### src/rtl/alu_imm_sequencer_if.sv
// Control-step bundle between the ALU-immediate sequencer and the DataPath.
// The sequencer is the master: it reads start/run/opcode and drives the strobes.
interface alu_imm_sequencer_if #(
    parameter int OPC_W = 5
);
    logic             start;
    logic             run;
    logic             mem_ready;
    logic [OPC_W-1:0] ir_opcode;

    logic PCout, MARin, IncPC, Zin, PCin;
    logic ram_read, MDRin, MDRout, IRin;
    logic Grb, Gra, Rout, Rin, Yin, Cout, Zlowout;

    logic [1:0] alu_op;
    logic [3:0] step;
    logic       busy;
    logic       done;
    logic       illegal;

    modport master (
        input  start, run, mem_ready, ir_opcode,
        output PCout, MARin, IncPC, Zin, PCin,
        output ram_read, MDRin, MDRout, IRin,
        output Grb, Gra, Rout, Rin, Yin, Cout, Zlowout,
        output alu_op, step, busy, done, illegal
    );

    modport slave (
        output start, run, mem_ready, ir_opcode,
        input  PCout, MARin, IncPC, Zin, PCin,
        input  ram_read, MDRin, MDRout, IRin,
        input  Grb, Gra, Rout, Rin, Yin, Cout, Zlowout,
        input  alu_op, step, busy, done, illegal
    );
endinterface

### src/rtl/alu_imm_sequencer.sv
// Moore control-step sequencer for addi/andi/ori: fetch T0-T2, decode, T3-T5.
// Define ALU_IMM_SEQ_MEM_READY_EN to make the fetch read wait on mem_ready.
module alu_imm_sequencer #(
    parameter int               OPC_W    = 5,
    parameter logic [OPC_W-1:0] OPC_ADDI = 5'b01100,
    parameter logic [OPC_W-1:0] OPC_ANDI = 5'b01101,
    parameter logic [OPC_W-1:0] OPC_ORI  = 5'b01110,
    parameter int               MEM_LAT  = 1
) (
    input logic clock,
    input logic clear_n,
    alu_imm_sequencer_if.master bus
);

    typedef enum logic [3:0] {
        S_IDLE = 4'd0,
        S_T0   = 4'd1,
        S_T1   = 4'd2,
        S_T1W  = 4'd3,
        S_T2   = 4'd4,
        S_DEC  = 4'd5,
        S_T3   = 4'd6,
        S_T4   = 4'd7,
        S_T5   = 4'd8,
        S_ERR  = 4'd9
    } state_e;

    localparam logic [3:0] LAT_M1 = 4'(MEM_LAT - 1);

    state_e     state_q, state_d;
    logic [3:0] cnt_q, cnt_d;
    logic [1:0] alu_op_q, alu_op_d;

    always_ff @(posedge clock) begin
        if (!clear_n) begin
            state_q  <= S_IDLE;
            cnt_q    <= 4'd0;
            alu_op_q <= 2'b00;
        end else begin
            state_q  <= state_d;
            cnt_q    <= cnt_d;
            alu_op_q <= alu_op_d;
        end
    end

`ifndef ALU_IMM_SEQ_MEM_READY_EN
    logic unused_mem_ready;
    assign unused_mem_ready = bus.mem_ready;
`endif

    always_comb begin
        state_d  = state_q;
        cnt_d    = cnt_q;
        alu_op_d = alu_op_q;
        unique case (state_q)
            S_IDLE: if (bus.start) state_d = S_T0;
            S_T0:   state_d = S_T1;
            S_T1: begin
                cnt_d = 4'd1;
`ifdef ALU_IMM_SEQ_MEM_READY_EN
                state_d = (MEM_LAT == 1 && bus.mem_ready) ? S_T2 : S_T1W;
`else
                state_d = (MEM_LAT == 1) ? S_T2 : S_T1W;
`endif
            end
            S_T1W: begin
                // saturate so an unbounded mem_ready wait cannot wrap
                if (cnt_q != 4'hf) cnt_d = cnt_q + 4'd1;
`ifdef ALU_IMM_SEQ_MEM_READY_EN
                if (bus.mem_ready && cnt_q >= LAT_M1) state_d = S_T2;
`else
                if (cnt_q == LAT_M1) state_d = S_T2;
`endif
            end
            S_T2: state_d = S_DEC;
            S_DEC: begin
                unique case (1'b1)
                    (bus.ir_opcode == OPC_ADDI): begin
                        alu_op_d = 2'b00;
                        state_d  = S_T3;
                    end
                    (bus.ir_opcode == OPC_ANDI): begin
                        alu_op_d = 2'b01;
                        state_d  = S_T3;
                    end
                    (bus.ir_opcode == OPC_ORI): begin
                        alu_op_d = 2'b10;
                        state_d  = S_T3;
                    end
                    default: state_d = S_ERR;
                endcase
            end
            S_T3:  state_d = S_T4;
            S_T4:  state_d = S_T5;
            S_T5:  state_d = bus.run ? S_T0 : S_IDLE;
            S_ERR: state_d = S_IDLE;
            default: state_d = S_IDLE;
        endcase
    end

    always_comb begin
        bus.PCout    = 1'b0;
        bus.MARin    = 1'b0;
        bus.IncPC    = 1'b0;
        bus.Zin      = 1'b0;
        bus.PCin     = 1'b0;
        bus.ram_read = 1'b0;
        bus.MDRin    = 1'b0;
        bus.MDRout   = 1'b0;
        bus.IRin     = 1'b0;
        bus.Grb      = 1'b0;
        bus.Gra      = 1'b0;
        bus.Rout     = 1'b0;
        bus.Rin      = 1'b0;
        bus.Yin      = 1'b0;
        bus.Cout     = 1'b0;
        bus.Zlowout  = 1'b0;
        bus.alu_op   = 2'b00;
        bus.done     = 1'b0;
        bus.illegal  = 1'b0;
        bus.step     = state_q;
        bus.busy     = (state_q != S_IDLE);
        unique case (state_q)
            S_T0: begin
                bus.PCout = 1'b1;
                bus.MARin = 1'b1;
                bus.IncPC = 1'b1;
                bus.Zin   = 1'b1;
            end
            S_T1: begin
                bus.Zlowout  = 1'b1;
                bus.PCin     = 1'b1;
                bus.ram_read = 1'b1;
                bus.MDRin    = 1'b1;
            end
            S_T1W: begin
                bus.ram_read = 1'b1;
                bus.MDRin    = 1'b1;
            end
            S_T2: begin
                bus.MDRout = 1'b1;
                bus.IRin   = 1'b1;
            end
            S_T3: begin
                bus.Grb  = 1'b1;
                bus.Rout = 1'b1;
                bus.Yin  = 1'b1;
            end
            S_T4: begin
                bus.Cout   = 1'b1;
                bus.Zin    = 1'b1;
                bus.alu_op = alu_op_q;
            end
            S_T5: begin
                bus.Zlowout = 1'b1;
                bus.Gra     = 1'b1;
                bus.Rin     = 1'b1;
                bus.done    = 1'b1;
            end
            S_ERR: bus.illegal = 1'b1;
            default: ;
        endcase
    end

endmodule

### src/flat_wrapper.sv
// flat-port wrapper written by rule: the top's interface ports become plain ports
module alu_imm_sequencer_flat 
#(
    parameter int               OPC_W    = 5,
    parameter logic [OPC_W-1:0] OPC_ADDI = 5'b01100,
    parameter logic [OPC_W-1:0] OPC_ANDI = 5'b01101,
    parameter logic [OPC_W-1:0] OPC_ORI  = 5'b01110,
    parameter int               MEM_LAT  = 1
)
  (clock, clear_n, bus_start, bus_run, bus_mem_ready, bus_ir_opcode, bus_PCout, bus_MARin, bus_IncPC, bus_Zin, bus_PCin, bus_ram_read, bus_MDRin, bus_MDRout, bus_IRin, bus_Grb, bus_Gra, bus_Rout, bus_Rin, bus_Yin, bus_Cout, bus_Zlowout, bus_alu_op, bus_step, bus_busy, bus_done, bus_illegal);
  alu_imm_sequencer_if #(.OPC_W(OPC_W)) bus_i ();
  input logic clock;
  input logic clear_n;
  input wire logic [$bits(bus_i.start)-1:0] bus_start;
  input wire logic [$bits(bus_i.run)-1:0] bus_run;
  input wire logic [$bits(bus_i.mem_ready)-1:0] bus_mem_ready;
  input wire logic [$bits(bus_i.ir_opcode)-1:0] bus_ir_opcode;
  output wire logic [$bits(bus_i.PCout)-1:0] bus_PCout;
  output wire logic [$bits(bus_i.MARin)-1:0] bus_MARin;
  output wire logic [$bits(bus_i.IncPC)-1:0] bus_IncPC;
  output wire logic [$bits(bus_i.Zin)-1:0] bus_Zin;
  output wire logic [$bits(bus_i.PCin)-1:0] bus_PCin;
  output wire logic [$bits(bus_i.ram_read)-1:0] bus_ram_read;
  output wire logic [$bits(bus_i.MDRin)-1:0] bus_MDRin;
  output wire logic [$bits(bus_i.MDRout)-1:0] bus_MDRout;
  output wire logic [$bits(bus_i.IRin)-1:0] bus_IRin;
  output wire logic [$bits(bus_i.Grb)-1:0] bus_Grb;
  output wire logic [$bits(bus_i.Gra)-1:0] bus_Gra;
  output wire logic [$bits(bus_i.Rout)-1:0] bus_Rout;
  output wire logic [$bits(bus_i.Rin)-1:0] bus_Rin;
  output wire logic [$bits(bus_i.Yin)-1:0] bus_Yin;
  output wire logic [$bits(bus_i.Cout)-1:0] bus_Cout;
  output wire logic [$bits(bus_i.Zlowout)-1:0] bus_Zlowout;
  output wire logic [$bits(bus_i.alu_op)-1:0] bus_alu_op;
  output wire logic [$bits(bus_i.step)-1:0] bus_step;
  output wire logic [$bits(bus_i.busy)-1:0] bus_busy;
  output wire logic [$bits(bus_i.done)-1:0] bus_done;
  output wire logic [$bits(bus_i.illegal)-1:0] bus_illegal;
  assign bus_i.start = bus_start;
  assign bus_i.run = bus_run;
  assign bus_i.mem_ready = bus_mem_ready;
  assign bus_i.ir_opcode = bus_ir_opcode;
  assign bus_PCout = bus_i.PCout;
  assign bus_MARin = bus_i.MARin;
  assign bus_IncPC = bus_i.IncPC;
  assign bus_Zin = bus_i.Zin;
  assign bus_PCin = bus_i.PCin;
  assign bus_ram_read = bus_i.ram_read;
  assign bus_MDRin = bus_i.MDRin;
  assign bus_MDRout = bus_i.MDRout;
  assign bus_IRin = bus_i.IRin;
  assign bus_Grb = bus_i.Grb;
  assign bus_Gra = bus_i.Gra;
  assign bus_Rout = bus_i.Rout;
  assign bus_Rin = bus_i.Rin;
  assign bus_Yin = bus_i.Yin;
  assign bus_Cout = bus_i.Cout;
  assign bus_Zlowout = bus_i.Zlowout;
  assign bus_alu_op = bus_i.alu_op;
  assign bus_step = bus_i.step;
  assign bus_busy = bus_i.busy;
  assign bus_done = bus_i.done;
  assign bus_illegal = bus_i.illegal;
  alu_imm_sequencer #(.OPC_W(OPC_W), .OPC_ADDI(OPC_ADDI), .OPC_ANDI(OPC_ANDI), .OPC_ORI(OPC_ORI), .MEM_LAT(MEM_LAT)) u_core (.clock(clock), .clear_n(clear_n), .bus(bus_i));
endmodule
### config.mk
export PLATFORM = sky130hd
export DESIGN_NAME = alu_imm_sequencer_flat
export DESIGN_NICKNAME = d
export VERILOG_FILES = /design/src/rtl/alu_imm_sequencer_if.sv /design/src/rtl/alu_imm_sequencer.sv /design/src/flat_wrapper.sv
export SDC_FILE = /design/constraint.sdc
export NUM_CORES = 1
export LEC_CHECK = 0
export BUFFER_PORTS_ARGS = -buffer_cell sky130_fd_sc_hd__buf_4
export CORE_MARGIN = 1.5
export CORE_UTILIZATION = 45
export DETAILED_ROUTE_END_ITERATION = 8
export PLACE_DENSITY = 0.83
export REMOVE_ABC_BUFFERS = 1
export SYNTH_ARGS = -nofsm -noshare
export SYNTH_HDL_FRONTEND = slang
export SYNTH_SLANG_ARGS = --single-unit
### constraint.sdc
create_clock -name clock -period 1.82 [get_ports clock]
set_input_delay 0.182 -clock clock [delete_from_list [all_inputs] [get_ports clock]]
set_output_delay 0.182 -clock clock [all_outputs]
set_load 0.02 [all_outputs]
==> results of run 1 <==
cells by family after synthesis:
group | Yosys count | share of synthesized area
compound gates | 20 | 0.183
xor+xnor | 1 | 0.0116
fa+ha+maj | 2 | 0.0333
buf+inv | 17 | 0.135
flops | 10 | 0.266
mux | 1 | 0.0133
simple gates | 45 | 0.358
worst max-delay path: stages, from the launching register on:
cell,delay [ns]
dfxtp_1,0.37
buf_4,0.19
or4_1,0.51
buf_4,0.17
cells in the final DEF, fill, tap and decap left out, types with 2 or more instances in the layout:
| cell type | instances |
|---|---|
| nand2b_1 | 2 |
| nor2_1 | 9 |
| dfxtp_2 | 2 |
| o221a_2 | 3 |
| o21ai_0 | 3 |
| nor2b_1 | 4 |
| inv_1 | 3 |
| and3_1 | 3 |
| nand3_1 | 3 |
| clkbuf_4 | 3 |
| ha_1 | 2 |
| nand2_1 | 6 |
| nor3_1 | 7 |
| a211oi_1 | 2 |
| buf_4 | 37 |
| dfxtp_1 | 8 |
| a21oi_1 | 7 |
power by group through the flow:
stage / combinational (W) / sequential, W / clock [W]
2_1_floorplan: 0.000194 / 0.000299 / 0
3_3_place_gp: 0.000372 / 0.000275 / 0
3_5_place_dp: 0.000377 / 0.000277 / 0
4_1_cts: 0.000378 / 0.000272 / 0.000148
5_1_grt: 0.000408 / 0.000278 / 0.000160
6_report: 0.000378 / 0.000275 / 0.000145
final timing paths:
check | depth (start not counted) | from | endpoint
setup / recovery | 3 | u_core.bus.step[1] | bus_busy
hold reg to reg | 1 | u_core.alu_op_q[0] | u_core.alu_op_q[0]
hold / removal | 2 | clear_n | u_core.alu_op_q[1]
setup reg to reg | 3 | u_core.bus.step[3] | u_core.alu_op_q[0]
final cells by class:
cell class,instances,area share
Sequential cell,10,0.205
Tap cell,16,0.0202
Multi-Input combinational cell,69,0.461
Inverter,3,0.0114
Timing Repair Buffer,37,0.280
Clock buffer,3,0.0227
per-stage QoR:
| stage | utilization | TNS (ns) | hold WS, ns | area (um2) |
|---|---|---|---|---|
| 2_1_floorplan | - | -5.93 | 0.329 | 662 |
| 3_3_place_gp | 0.623 | 0 | 0.486 | 960 |
| 3_5_place_dp | 0.623 | 0 | 0.487 | 960 |
| 4_1_cts | 0.637 | 0 | 0.211 | 982 |
| 5_1_grt | 0.643 | 0 | 0.203 | 991 |
| 6_report | 0.643 | 0 | 0.214 | 991 |
cell usage after synthesis, types with 2 or more instances:
master	count	area, um2
o221a_2	3	33.8
ha_1	2	25.0
buf_2	3	15.0
and3_1	3	18.8
nand2b_1	2	12.5
nor2_1	9	33.8
nor2b_1	4	25.0
dfxtp_1	10	200
a21oi_1	7	35.0
buf_4	9	67.6
nor3_1	7	35.0
o21ai_0	3	15.0
nand2_1	6	22.5
nand3_1	3	15.0
a211oi_1	2	15.0
clkbuf_1	2	7.51
inv_1	3	11.3
routing by layer:
layer | vias to the layer above | routed length (um)
met4 | 0 | 0
met2 | 16 | 938
met1 | 380 | 814
met5 | - | 0
met3 | 0 | 76
li1 | 385 | -
sequential cells by signal, indices dropped and copies added (netlist names):
register         flops
u_core.alu_op_q      2
u_core.bus.step      4
u_core.cnt_q         4
==> summary.md, run 1 <==
| Metric | Value |
|---|---|
| Outcome | completed |
| Initial core utilization | 0.488 |
| Arrival time at the worst endpoint | 1.50 ns |
| Placement Setup Slack | 0.316 ns |
| # rows | 14 |
| Initial antenna violation count | 0 |
| Sequential-to-total area share from yosys stat | 0.266 |
| Via count | 781 |
| Htree depth | 1 |
| Fin. Hold Viols | 0 |
| Clock network power share | 0.182 |
| FF+latch area | 203 um2 |
| Fin crit share | 0.926 |
| Post-CTS Setup Inserts | 0 |
| Total track usage | 0.198 |
| Syn Inst Count | 96 |
| # IOs | 35 |
| Slew margin rel. | 0.700 |
| Clk slew on worst S/H paths | 0.06 ns |
| Crit path required time | 1.64 ns |
| Slack of the worst reg-to-reg path | 0.38 ns |
| Grt peak-use layer | met2 |
| P&R area growth vs syn | 31.8% |
| Post-synth EDFFs | 0 |
| Max Clk Rate | 0.594 GHz |
| Antenna diode count | 0 |
| Via count of the first global-routing pass | 674 |
| Max_cap viols | 0 |
| Die Y | 43.9 um |
| CTS tree | built |
| Initial detailed-routing violation count | 17 |
| Tot Pwr | 0.000799 W |
| Lkg Pwr | 0.460 nW |
| Sw frac | 0.394 |
| Final count of pins violating max slew | 0 |
| Hold Path Class | input port to register |
| Internal Pwr Total | 0.000484 W |
| CP Launch Type | register |
| Num CTS Buffers | 3 |
| Async SR Flop Fraction | 0 |
| Final WL | 1.83 mm |
| Fill cells | 148 |
| Met2 Usage GRT | 0.324 |
| Net Sw Power | 0.000315 W |
| Overflow after GRT | 0 |
| Core Box Area | 1540 um2 |
| Worst-skew pair later-pin latency | 0.26 ns |
| Crit path time final | 1.68 ns |
| Largest net degree at the start of global routing | 14 |
| RSZ-0062 raised after global routing | false |
| Setup slack after layout | 0.135 ns |
| Clock Path Buffers | 2 |
| Flops & latches, synth | 10 |
| Wire length of the first global-routing pass | 2.95 mm |
| Fraction of layout cells with a size suffix above 1 | 0.418 |
| Critical path class | register to output port |
| CTS Hold Bufs | 0 |
| RePlAce Congestion | 0.784 |
| Synth Flop Type | dfxtp_1 |
| Number of cells after detailed placement | 135 |
| Post-Syn Area | 752 um2 |
| Number of synthesis warnings | 0 |
| Post_cts resized | 0 |
| DRT Pass-1 Iters | 4 |
| Combinational Power Share | 0.474 |
| Die X | 43.9 um |
| Cell Count, Final, Fillers Out | 138 |
| Met3 global-route usage | 0.0625 |
| Drt via density | 5.66 |
| Flop pwr share | 0.344 |
| HPWL Detailed | 1.38 mm |
| CTS root buf | clkbuf_4 |
| Footprint of the multi-input gates | 457 um2 |
| DRC errors left | 0 |
| VDD IR max | 426 uV |
| Critical Path Sink Type | output port |
| Tightest Pin Transition | 0.449 ns |
| M1 GR Usage | 0.265 |
| Die area | 1930 um2 |
| Setup violators final | 0 |
| Crit Path Max Fanout | 9 |
| Yosys cell types | 35 |
| ANT nets after route | 0 |
| DR WL/cell | 13.3 um |
| Sinks on Clock Net | 10 |
| NumNets Final | 136 |
| PwrDens | 806 nW/um2 |
| Syn Area/Cell | 7.83 um2 |
| Clock skew | 0.00176 ns |
| Port bufs | 33 |
(Power assumes the default switching activity.)
==> inputs of run 2 (changes only) <==
CELL_PAD_IN_SITES_DETAIL_PLACEMENT = 0   (was unset)
CELL_PAD_IN_SITES_GLOBAL_PLACEMENT = 1   (was unset)
CORE_ASPECT_RATIO = 0.75   (was unset)
CORE_UTILIZATION = 31   (was 45)
PLACE_DENSITY = 0.82   (was 0.83)
==> summary.md, run 2 (synthesis gave the netlist of run 1 again) <==
| Metric | Value |
|---|---|
| Wire length of the first global-routing pass | 2.92 mm |
| Drt via density | 4.92 |
| Via count of the first global-routing pass | 669 |
| Sw frac | 0.392 |
| CTS tree | built |
| Initial core utilization | 0.328 |
| FF+latch area | 201 um2 |
| Die X | 59.9 um |
| CP Launch Type | register |
| Final core utilization | 0.449 |
| Cell Count, Final, Fillers Out | 158 |
| Via count | 778 |
| Antenna diode count | 0 |
| DRT Pass-1 Iters | 2 |
| Clock skew | 0.00576 ns |
| NumNets Final | 138 |
| Total track usage | 0.142 |
| Post-DP Area | 982 um2 |
| Internal Pwr Total | 0.000490 W |
| Most frequent cells in the layout | 39 x buf_4, 9 x nor2_1, 9 x dfxtp_1 |
| Max incr delay on CP | 0.51 ns |
| Max_cap viols | 0 |
| Tightest Pin Transition | 0.405 ns |
| Net Sw Power | 0.000316 W |
| Fin crit share | 0.949 |
| Setup violators final | 0 |
| Clock network power share | 0.183 |
| CP max stage cell | or4_1 |
| VDD IR max | 204 uV |
| Clk slew on worst S/H paths | 0.06 ns |
| Number of cells after detailed placement | 153 |
| Hold Path Class | input port to register |
| CP cell instances | buf_4, or4_1, buf_4 |
| CTS root buf | clkbuf_4 |
| # IOs | 35 |
| Crit Path Max Fanout | 11 |
| PwrDens | 784 nW/um2 |
| RSZ-0062 raised after global routing | false |
| Core Box Area | 2290 um2 |
| Lkg Pwr | 0.470 nW |
| Crit path required time | 1.64 ns |
| P&R area growth vs syn | 36.6% |
| Arrival time at the worst endpoint | 1.55 ns |
| Outcome | completed |
| Final hold slack | 0.215 ns |
| Combinational Power Share | 0.474 |
| Footprint of the multi-input gates | 457 um2 |
| Fraction of layout cells with a size suffix above 1 | 0.419 |
| Worst-skew pair later-pin latency | 0.26 ns |
| Crit path time final | 1.73 ns |
| Overflow after GRT | 0 |
| ANT nets after route | 0 |
| Critical path class | register to output port |
| DR WL/cell | 11.4 um |
| Clock Path Buffers | 2 |
| Fin. Hold Viols | 0 |
| DRC errors left | 0 |
| Largest net degree at the start of global routing | 12 |
| Flop pwr share | 0.343 |
| Die area | 2730 um2 |
| Initial detailed-routing violation count | 19 |
| Most common cell after layout, fill and taps aside | buf_4 |
| # rows | 15 |
| Final count of pins violating max slew | 0 |
| Critical Path Most Common Cell | buf_4 |
| Htree depth | 1 |
| RePlAce Congestion | 0.739 |
| Sinks on Clock Net | 10 |
| Fin area | 1030 um2 |
| Die Y | 45.7 um |
| Fill cells | 228 |
| Num CTS Buffers | 3 |
| HPWL Detailed | 1.38 mm |
| Initial antenna violation count | 0 |
| Final WL | 1.81 mm |
| Critical Path Sink Type | output port |
| Max Clk Rate | 0.579 GHz |
| Slew margin rel. | 0.730 |
| Port bufs | 33 |
run 2: cell count changes in the layout (fill, tap and decap cells not counted), sizes merged:
| cell | previous run | this run |
|---|---|---|
| buf | 37 | 39 |
run 2: routing by layer:
layer,GRT usage,wire [um],vias to the layer above
met1,0.187,890,368
met4,0.00444,0,0
li1,-,-,391
met5,0,0,-
met3,0.0625,101,0
met2,0.228,814,19
run 2: timing repair:
action | 4_1_cts | 5_1_grt
setup endpoints to repair | 3 | 2
endpoints found under the hold margin | 0 | 0
gates resized for setup | 1 | 1
hold buffers | 0 | 0
buffers inserted | 0 | 2
run 2: cell type report:
cell class                      count  share of cell area
Tap cell                           34              0.0414
Clock buffer                        3              0.0219
Sequential cell                    10               0.196
Inverter                            3              0.0110
Timing Repair Buffer               39               0.285
Multi-Input combinational cell     69               0.445
run 2: path summary, 6_finish.rpt:
path,cells after the start,to,slack (ns),startpoint
max,3,bus_busy,0.09,u_core.bus.step[1]
min,2,u_core.alu_op_q[0],0.22,clear_n
max reg2reg,4,u_core.cnt_q[1],0.36,u_core.bus.step[0]
min reg2reg,1,u_core.alu_op_q[0],0.52,u_core.alu_op_q[0]
run 2: metrics by stage:
step | TNS, ns | power [W] | worst slack, ns
global route | 0 | 0.000864 | 0.00366
finish | 0 | 0.000806 | 0.0926
floorplan | -5.93 | 0.000493 | -1.00
global placement | 0 | 0.000648 | 0.301
CTS | 0 | 0.000806 | 0.0319
detailed placement | 0 | 0.000653 | 0.280
run 2: worst max-delay path, delay by kind of cell, from the launching register on:
family,cells,cell delay [ns]
and+or+nand+nor,1,0.51
DFF,1,0.40
buffers and inverters,2,0.37
run 2: power by group through the flow:
| stage | logic [W] | clock network (W) | registers (W) |
|---|---|---|---|
| after global routing | 0.000414 | 0.000168 | 0.000281 |
| after floorplan | 0.000194 | 0 | 0.000299 |
| after detailed placement | 0.000374 | 0 | 0.000280 |
| final | 0.000382 | 0.000147 | 0.000276 |
| after global placement | 0.000369 | 0 | 0.000279 |
| after CTS | 0.000376 | 0.000155 | 0.000275 |
